--- src/rtl/tlc_pkg.sv ---
// Shared definitions for the traffic light controller: parameter encodings,
// default durations and the 4-bit time type.
package tlc_pkg;

    typedef logic [3:0] time_t;

    localparam logic [1:0] SEL_BASE = 2'b00;
    localparam logic [1:0] SEL_EXT  = 2'b01;
    localparam logic [1:0] SEL_YEL  = 2'b10;
    localparam logic [1:0] SEL_NONE = 2'b11;

    localparam time_t DEF_BASE_T = 4'd6;
    localparam time_t DEF_EXT_T  = 4'd3;
    localparam time_t DEF_YEL_T  = 4'd2;

endpackage

--- src/rtl/time_param_reg.sv ---
// One stored duration: loads on enable, falls back to its default on reset
// or when programmed with zero, so the stored value is never 0.
module time_param_reg #(
    parameter logic [3:0] DEF = 4'd6
) (
    input  logic       clk,
    input  logic       reset_n,
    input  logic       load,
    input  logic [3:0] din,
    output logic [3:0] q
);

    always_ff @(posedge clk) begin
        if (!reset_n) begin
            q <= DEF;
        end else if (load) begin
            q <= (din == 4'd0) ? DEF : din;
        end
    end

endmodule

--- src/rtl/time_parameter.sv ---
// Programmable timing-parameter store: three duration registers with a
// synchronous programming port and a combinational read mux.
module time_parameter
    import tlc_pkg::*;
#(
    parameter logic [3:0] DEF_BASE = tlc_pkg::DEF_BASE_T,
    parameter logic [3:0] DEF_EXT  = tlc_pkg::DEF_EXT_T,
    parameter logic [3:0] DEF_YEL  = tlc_pkg::DEF_YEL_T
) (
    input  logic       clk,
    input  logic       reset_n,
    input  logic [1:0] Selector,
    input  logic [3:0] Time_value,
    input  logic       Prog_Sync,
    input  logic [1:0] interval,
    output logic [3:0] value
);

    time_t t_base, t_ext, t_yel;
    logic  ld_base, ld_ext, ld_yel;

    // SEL_NONE leaves all three load enables low
    assign ld_base = Prog_Sync && (Selector == SEL_BASE);
    assign ld_ext  = Prog_Sync && (Selector == SEL_EXT);
    assign ld_yel  = Prog_Sync && (Selector == SEL_YEL);

    time_param_reg #(.DEF(DEF_BASE)) u_base (
        .clk     (clk),
        .reset_n (reset_n),
        .load    (ld_base),
        .din     (Time_value),
        .q       (t_base)
    );

    time_param_reg #(.DEF(DEF_EXT)) u_ext (
        .clk     (clk),
        .reset_n (reset_n),
        .load    (ld_ext),
        .din     (Time_value),
        .q       (t_ext)
    );

    time_param_reg #(.DEF(DEF_YEL)) u_yel (
        .clk     (clk),
        .reset_n (reset_n),
        .load    (ld_yel),
        .din     (Time_value),
        .q       (t_yel)
    );

    always_comb begin
        value = t_base;
        case (interval)
            SEL_EXT: value = t_ext;
            SEL_YEL: value = t_yel;
            default: value = t_base;
        endcase
    end

endmodule

--- config.mk ---
export PLATFORM = sky130hd
export DESIGN_NAME = time_parameter
export DESIGN_NICKNAME = d
export VERILOG_FILES = /design/src/rtl/tlc_pkg.sv /design/src/rtl/time_param_reg.sv /design/src/rtl/time_parameter.sv
export SDC_FILE = /design/constraint.sdc
export NUM_CORES = 1
export LEC_CHECK = 0
export ABC_AREA = 1
export CAP_MARGIN = 20
export CORE_MARGIN = 5
export CORE_UTILIZATION = 40
export DETAILED_ROUTE_END_ITERATION = 6
export PLACE_DENSITY = 0.64
export SYNTH_ARGS = -nofsm -noshare
export SYNTH_HDL_FRONTEND = slang
export SYNTH_SLANG_ARGS = --single-unit
--- constraint.sdc ---
create_clock -name clk -period 1.8 [get_ports clk]
set_clock_uncertainty 0.05 [all_clocks]
set_input_delay 0.36 -clock clk [delete_from_list [all_inputs] [get_ports clk]]
set_output_delay 0.36 -clock clk [all_outputs]
set_load 0.05 [all_outputs]
### Yosys cells after proc, flatten, opt, wreduce, memory -nomap -nowiden

Index checks and enable logic that the tools add are counted.

| word-level totals | value |
|---|---|
| output and inout bits | 4 |
| word-level logic and storage cells | 16 |
| register bits after elaboration | 12 |
| input port bits | 11 |

| cells by class | value |
|---|---|
| eq/ne operators | 4 |
| reductions and logical operators | 5 |
| muxes and demuxes | 4 |

Operators with widths:

| operator | count |
|---|---|
| 4-bit 2-to-1 mux | 3 |
| 4-bit case mux with 2 select lines | 1 |
| 2-bit by 1-bit == test with 1-bit output, second input constant | 2 |
| 2-bit == test, second input constant | 2 |
| 4-bit zero test | 1 |
| 1-bit logical AND | 3 |
| 2-bit zero test | 1 |

### Depth between registers and ports, before layout

Gate-level depths: netlist (run 1).

| logic depth | value |
|---|---|
| word-level depth | 2 |
| mapped depth | 5 |

### Modules after synthesis

Synthesis (run 1) repeated with hierarchy kept, for this count alone.

| second synthesis, totals | value |
|---|---|
| cell total of the unflattened synthesis | 106 |
| area total of the unflattened synthesis | 643.1 um^2 |

By module, submodules not included:

| module | sequential area each (um^2) | cells each | area an instance (um^2) | instances |
|---|---|---|---|---|
| time_param_reg (u_base ...) | 80.1 | 25 | 163.9 | 2 |
| time_param_reg (u_yel) | 80.1 | 22 | 160.2 | 1 |
| time_parameter | 0.0 | 34 | 155.1 | 1 |

### Worst setup path after synthesis (run 1)

No wires, ideal clock.

| path | value |
|---|---|
| path kind | input-to-output |
| start | input port interval[0] |
| end | output port value[0] |
| path slack | -0.235 ns |
| required time | 1.390 ns |
| cell stages on the path | 5 |
| arrival time | 1.625 ns |
| path buffers | 0 |
| cells stage by stage | inv_1 -> ha_1 -> inv_1 -> nor2_1 -> a21oi_1 |

| on the way | value |
|---|---|
| cells in the longest elaborated chain, start to end | 2 |

Ends and longest elaborated chain:

| what | line | text |
|---|---|---|
| from (decl) | time_parameter.sv:15 | `input logic [1:0] interval,` |
| 2-bit == test or 2-bit by 1-bit == test with 1-bit output (tied branches) | time_parameter.sv:53 | `case (interval)` |
| 4-bit case mux with 2 select lines (*) | time_parameter.sv:53 |  |
| to (decl) | time_parameter.sv:16 | `output logic [3:0] value` |

Mark *: on every way between the ends. The rest lies on a longest branch, timed or not.

### Worst setup path after layout (run 1)

| path | value |
|---|---|
| start | input port interval[1] |
| end | output port value[0] |

Same word-level chain as after synthesis.

==> out/metrics.cfg, run 1 <==
[clock_network]
cts_hold_buf = 0
cts_tree = built
clk_path_buf_depth = 2
cts_made_buffers = 3
cts_max_level = 1
cts.reportedPaths.clkPinSlew_ps = 70
post-cts-setup-buffers = 0
root_buffer = clkbuf_4
cts_sinks = 12
clkLatencyLatePin_ps = 270

[setup_path]
cp-end-kind = output port
critPathRequiredTime_ps = 1390
critPathMaxStageDelay_ps = 300
cp-startpoint = interval[1]
cp-start-kind = primary input
cp_slowest_cell = ha_4
arrival_ps = 1330
r2r_start = u_yel.q[0]
crit_fanout = 5
crit_type = in -> out
crit_chain = dlygate4sd2_1, ha_4, a21oi_1, a21oi_2, buf_12

[timing]
period_share_pct = 96.88
hold_ws_ps = 422.4
setup_violations = 0
max-slew-margin-rel_pct = 86.89
worst_pin_slew_ps = 196.1
final.setup.tns_ps = 0
rsz0062_at_grt = false
finalWorstSetupSlack_ps = 56.19
period_needed_ps = 1744
max_freq_mhz = 573.5
finalHoldViolations = 0
slew_viol_final = 0

[detailed_routing]
wire_per_inst_um = 10.58
drc = 0
vias_per_cell = 4.791
first_pass_iters = 4
met1_length_um = 690
via_count = 642
dr_wl_met2_um = 604
drtIter0Drc = 10
drt-total-wl_um = 1418
top_layer_used = met4
ant_nets = 0
dr_wl_met3_um = 91

[power_and_ir_drop]
switching_share_pct = 31.78
p_leak_nw = 0.4206
pwr-share-seq_pct = 43.2
pwr-share-clk_pct = 25.0
p_per_area_nw_per_um2 = 749.4
power.switching_w = 0.0002116
comb_power_share_pct = 31.8
peakVddDrop_v = 0.0004112
p_int_w = 0.0004542

[floorplan]
coreArea_um2 = 1506
die_width_um = 49.67
initial_utilization_pct = 41.78
row_count = 14
die-area_um2 = 2467
die_h_um = 49.67
pin_count = 15

[final_layout]
area_delta_synth_final_pct = 41.15
ff_latch_area_um2 = 240.2
design_area_um2 = 888.4
diodes = 0
multiInputGateArea_um2 = 360.3
nets = 133
fin_cells = 134
fill_cells = 152
drive_gt1_share_pct = 18.64

[synthesis]
syn_area_um2 = 629.4
synthCells = 101
synth-xor-area-share_pct = 0
syn_avg_cell_area_um2 = 6.231
synth_top_family_by_area = simple AND/OR/NAND/NOR gates
ys_seq_area_share_pct = 38.17
ys_ff_latch = 12
ys_types = 13
yosys.area_share.adder_pct = 3.976
synth-compound-area-share_pct = 10.34
synthSimpleGateAreaFrac_pct = 36.58
synthMuxAreaShare_pct = 0
yosysWarnings = 0
synth_fp_nets = 114

[placement]
place_inst = 131
postPlaceCellArea_um2 = 847.1
pre_cts_slack_ps = -366.1
gp_congestion = 0.7731
place_hpwl_um = 1126
port_buffers = 14

[worst_hold_path]
hold_start = u_ext.q[1]
min_path_type = reg -> reg

[global_route]
grt_use_total_pct = 11.89
antenna_found_initial = 0
grt_max_degree = 9
grt_pass1_wl_um = 2318
grt_pass1_vias = 537
grt.overflow.total = 0

[job]
drv_cap = 0

[run_status]
outcome = finished clean

-- routing by layer --
| metal | global-route usage (%) | up-vias |
|---|---|---|
| met4 | 5.240 | 0 |
| li1 | - | 347 |
| met1 | 15.88 | 276 |
| met2 | 17.58 | 15 |
| met5 | 0 | - |
| met3 | 3.313 | 4 |
-- cells by family after synthesis --
logic type,Yosys count
simple gates,56
buf+inv,18
compound gates,13
flops,12
fa+ha+maj,2
-- stage by stage --
step | utilization (%) | total power, W
after global placement | 56.23 | 0.0004989
final | 58.97 | 0.0006658
after detailed placement | 56.23 | 0.0005002
after CTS | 58.55 | 0.0006692
after floorplan | - | 0.0004012
after global routing | 58.97 | 0.0006953
-- final timing paths --
path / to / slack (ps) / depth (start not counted)
setup / recovery: value[0] / 60 / 5
hold / removal: u_ext.q[1] / 420 / 2
setup reg to reg: u_yel.q[0] / 1110 / 4
hold reg to reg: u_ext.q[1] / 420 / 2
-- cell usage in the layout (no fill, tap or decap) --
master,instances
a21oi_1,9
dfxtp_1,12
buf_4,1
inv_1,11
nor2_2,1
clkbuf_2,1
nand3_1,1
nand3_2,2
buf_12,4
inv_2,4
clkinv_1,2
clkdlybuf4s50_1,8
a21oi_2,4
dlygate4sd2_1,1
nand2_1,31
nor2_1,20
clkbuf_4,3
nand3b_1,1
ha_4,2
-- cells in the mapped netlist --
cell type  instances  area, um^2
dfxtp_1           12       240.2
nor2_2             1       6.260
nand2_1           31       116.4
a21oi_1           13       65.06
nand3_1            1       5.000
nand3b_1           1       7.510
buf_2              1       5.000
inv_1             13       48.80
inv_2              2       7.510
nor2_1            20       75.07
nand3_2            2       20.02
clkinv_1           2       7.510
ha_1               2       25.02
-- state kept, by name, indices dropped and copies added (netlist names) --
register and count:
u_base.q 4, u_ext.q 4, u_yel.q 4
-- area by class of cell --
type | instances | share of cell area (%)
sequential | 12 | 27.04
clock buffer | 3 | 2.535
tap | 16 | 2.254
timing repair buffer | 15 | 20.42
inverter | 17 | 7.183
multi-input combinational | 71 | 40.56
-- worst max-delay path, delay by kind of cell --
family / cells / cell delay, ps
AO/OA/AOI/OAI: 2 / 240
buffers and inverters: 2 / 430
adder cells (fa/ha/maj): 1 / 300
-- power by group through the flow --
stage	combinational [W]	clock [W]	sequential, W
finish	0.000212	0.000167	0.000287
global route	0.000226	0.000180	0.000289
CTS	0.000212	0.000170	0.000287
detailed placement	0.000206	0	0.000294
global placement	0.000205	0	0.000294
floorplan	0.000111	0	0.000291
-- timing repair --
item / CTS / global route
hold endpoints to repair: 0 / 0
pin swaps: 0 / 1
endpoints found under the setup margin: 4 / 3
resized for setup: 6 / 3
Note: power is estimated with default switching activity, not from simulation.
==> run 2: changes to the inputs <==
clock period = 2.25 ns   (was 1.8 ns; I/O delays follow)
==> run 2 against run 1 <==
Compared with the run above: sequential power decreased by 20%; count of clock-buffer cells in the layout rose by 1; flip-flop and latch count did not move; critical path type unchanged; largest cell class unchanged; largest power group unchanged.
==> out/metrics.cfg, run 2 (same netlist as run 1, synthesis figures left out) <==
[final_layout]
drive_gt1_share_pct = 17.50
final_cell_mix = nand2_1 (31), nor2_1 (20), inv_1 (12), dfxtp_1 (12), clkdlybuf4s50_1 (10)
largest_registers = u_base.q (4), u_ext.q (4), u_yel.q (4)
area_delta_synth_final_pct = 43.54
mostFrequentLayoutCell = nand2_1
post-route-util_pct = 59.97
diodes = 0
nets = 134

[timing]
max-slew-margin-rel_pct = 86.36
rsz0062_at_grt = false
max_freq_mhz = 456.6
finalHoldViolations = 0
slew_viol_final = 0
worst_pin_slew_ps = 203.9
period_share_pct = 97.33
period_needed_ps = 2190
setup_violations = 0
final.setup.tns_ps = 0

[detailed_routing]
vias_per_cell = 4.721
drtIter0Drc = 11
drt-total-wl_um = 1430
via_count = 642
wire_per_inst_um = 10.51
first_pass_iters = 4
ant_nets = 0
drc = 0

[clock_network]
cts_sinks = 12
cts.reportedPaths.clkPinSlew_ps = 80
clk_path_buf_depth = 2
root_buffer = clkbuf_4
cts_made_buffers = 3
post-cts-setup-buffers = 0
cts_tree = built
cts_max_level = 1
clkLatencyLatePin_ps = 280

[setup_path]
cp-end-kind = output port
r2r_start = u_yel.q[0]
crit_fanout = 5
cp-start-kind = primary input
crit_type = in -> out
r2r_slack_ps = 1570
arrival_ps = 1690
critPathRequiredTime_ps = 1750
rr_worst_depth = 4
rr_endpoint = u_yel.q[0]

[global_route]
grt_max_degree = 9
grt_pass1_wl_um = 2311
antenna_found_initial = 0
grt.overflow.total = 0
grt_use_total_pct = 12.39
grt_pass1_vias = 557

[placement]
port_buffers = 14
gp_congestion = 0.8575
place_hpwl_um = 1146

[floorplan]
initial_utilization_pct = 41.78
pin_count = 15
coreArea_um2 = 1506
die-area_um2 = 2467
die_h_um = 49.67
die_width_um = 49.67
row_count = 14

[power_and_ir_drop]
switching_share_pct = 30.23
p_int_w = 0.0004014
pwr-share-seq_pct = 40.0
comb_power_share_pct = 29.6
power.switching_w = 0.0001739
p_leak_nw = 0.4322
peakVddDrop_v = 0.0004155
p_per_area_nw_per_um2 = 636.8
pwr-share-clk_pct = 30.4

[worst_hold_path]
whs_path_depth = 2
min_path_type = reg -> reg
hold_start = u_yel.q[1]
min_to = u_yel.q[1]

[run_status]
outcome = finished clean

[job]
drv_cap = 0

-- run 2: changes by cell type in the layout (fill, tap and decap cells not counted) --
cell	before	now
buf_4	1	2
clkbuf_2	1	0
ha_1	0	1
ha_4	2	1
clkbuf_8	0	1
inv_2	4	3
inv_1	11	12
dlygate4sd2_1	1	0
clkdlybuf4s50_1	8	10
-- run 2: timing repair --
action | in CTS | in global routing
hold buffers | 0 | 0
endpoints found under the setup margin | 4 | 0
resized for setup | 6 | 0
-- run 2: worst max path at each step --
stage / startpoint / to / slack, ps / depth (start not counted)
floorplan: interval[0] / value[0] / 30 / 5
global placement: interval[0] / value[0] / -130 / 7
detailed placement: interval[0] / value[0] / -130 / 7
CTS: interval[0] / value[3] / 60 / 7
global route: interval[0] / value[3] / 7 / 6
finish: interval[0] / value[0] / 60 / 7
-- run 2: metal layers --
metal | vias to the layer above | share of wire (%) | GRT usage [%]
li1 | 344 | - | -
met1 | 272 | 46 | 14.08
met2 | 22 | 44 | 18.86
met3 | 4 | 7.5 | 4.217
met4 | 0 | 2.8 | 9.170
met5 | - | 0 | 0
-- run 2: per-stage QoR --
| step | instances | instance area (um^2) | worst slack [ps] | hold WS (ps) | total power (W) |
|---|---|---|---|---|---|
| after floorplan | 101 | 629.4 | 34.78 | 383.3 | 0.0003157 |
| after global placement | 132 | 839.6 | -125.4 | 418.3 | 0.0003941 |
| after detailed placement | 132 | 839.6 | -133.7 | 408.2 | 0.0003956 |
| after CTS | 136 | 903.4 | 62.18 | 426.4 | 0.0005789 |
| after global routing | 136 | 903.4 | 6.616 | 454.8 | 0.0006044 |
| final | 136 | 903.4 | 60.05 | 423.4 | 0.0005753 |
-- run 2: power by group through the flow --
stage / Combinational, W / Clock (W) / Sequential (W)
3_3_place_gp: 0.000159 / 0 / 0.000235
6_report: 0.000170 / 0.000175 / 0.000230
3_5_place_dp: 0.000160 / 0 / 0.000235
2_1_floorplan: 0.0000832 / 0 / 0.000233
5_1_grt: 0.000181 / 0.000192 / 0.000232
4_1_cts: 0.000171 / 0.000178 / 0.000230
-- run 2: final cells by class --
| class | count | area (um^2) |
|---|---|---|
| fillers | 137 | 603.1 |
| well taps | 16 | 20.02 |
| repair buffers | 16 | 195.2 |
| multi-input cells | 71 | 347.8 |
| flip-flops and latches | 12 | 240.2 |
| inverters | 17 | 63.81 |
| clock buffers | 4 | 36.28 |
-- run 2: critical path, stage by stage --
cell and delay (ps):
clkdlybuf4s50_1 470, inv_1 70, ha_4 260, inv_2 70
nor2_1 50, a21oi_2 150, buf_12 160
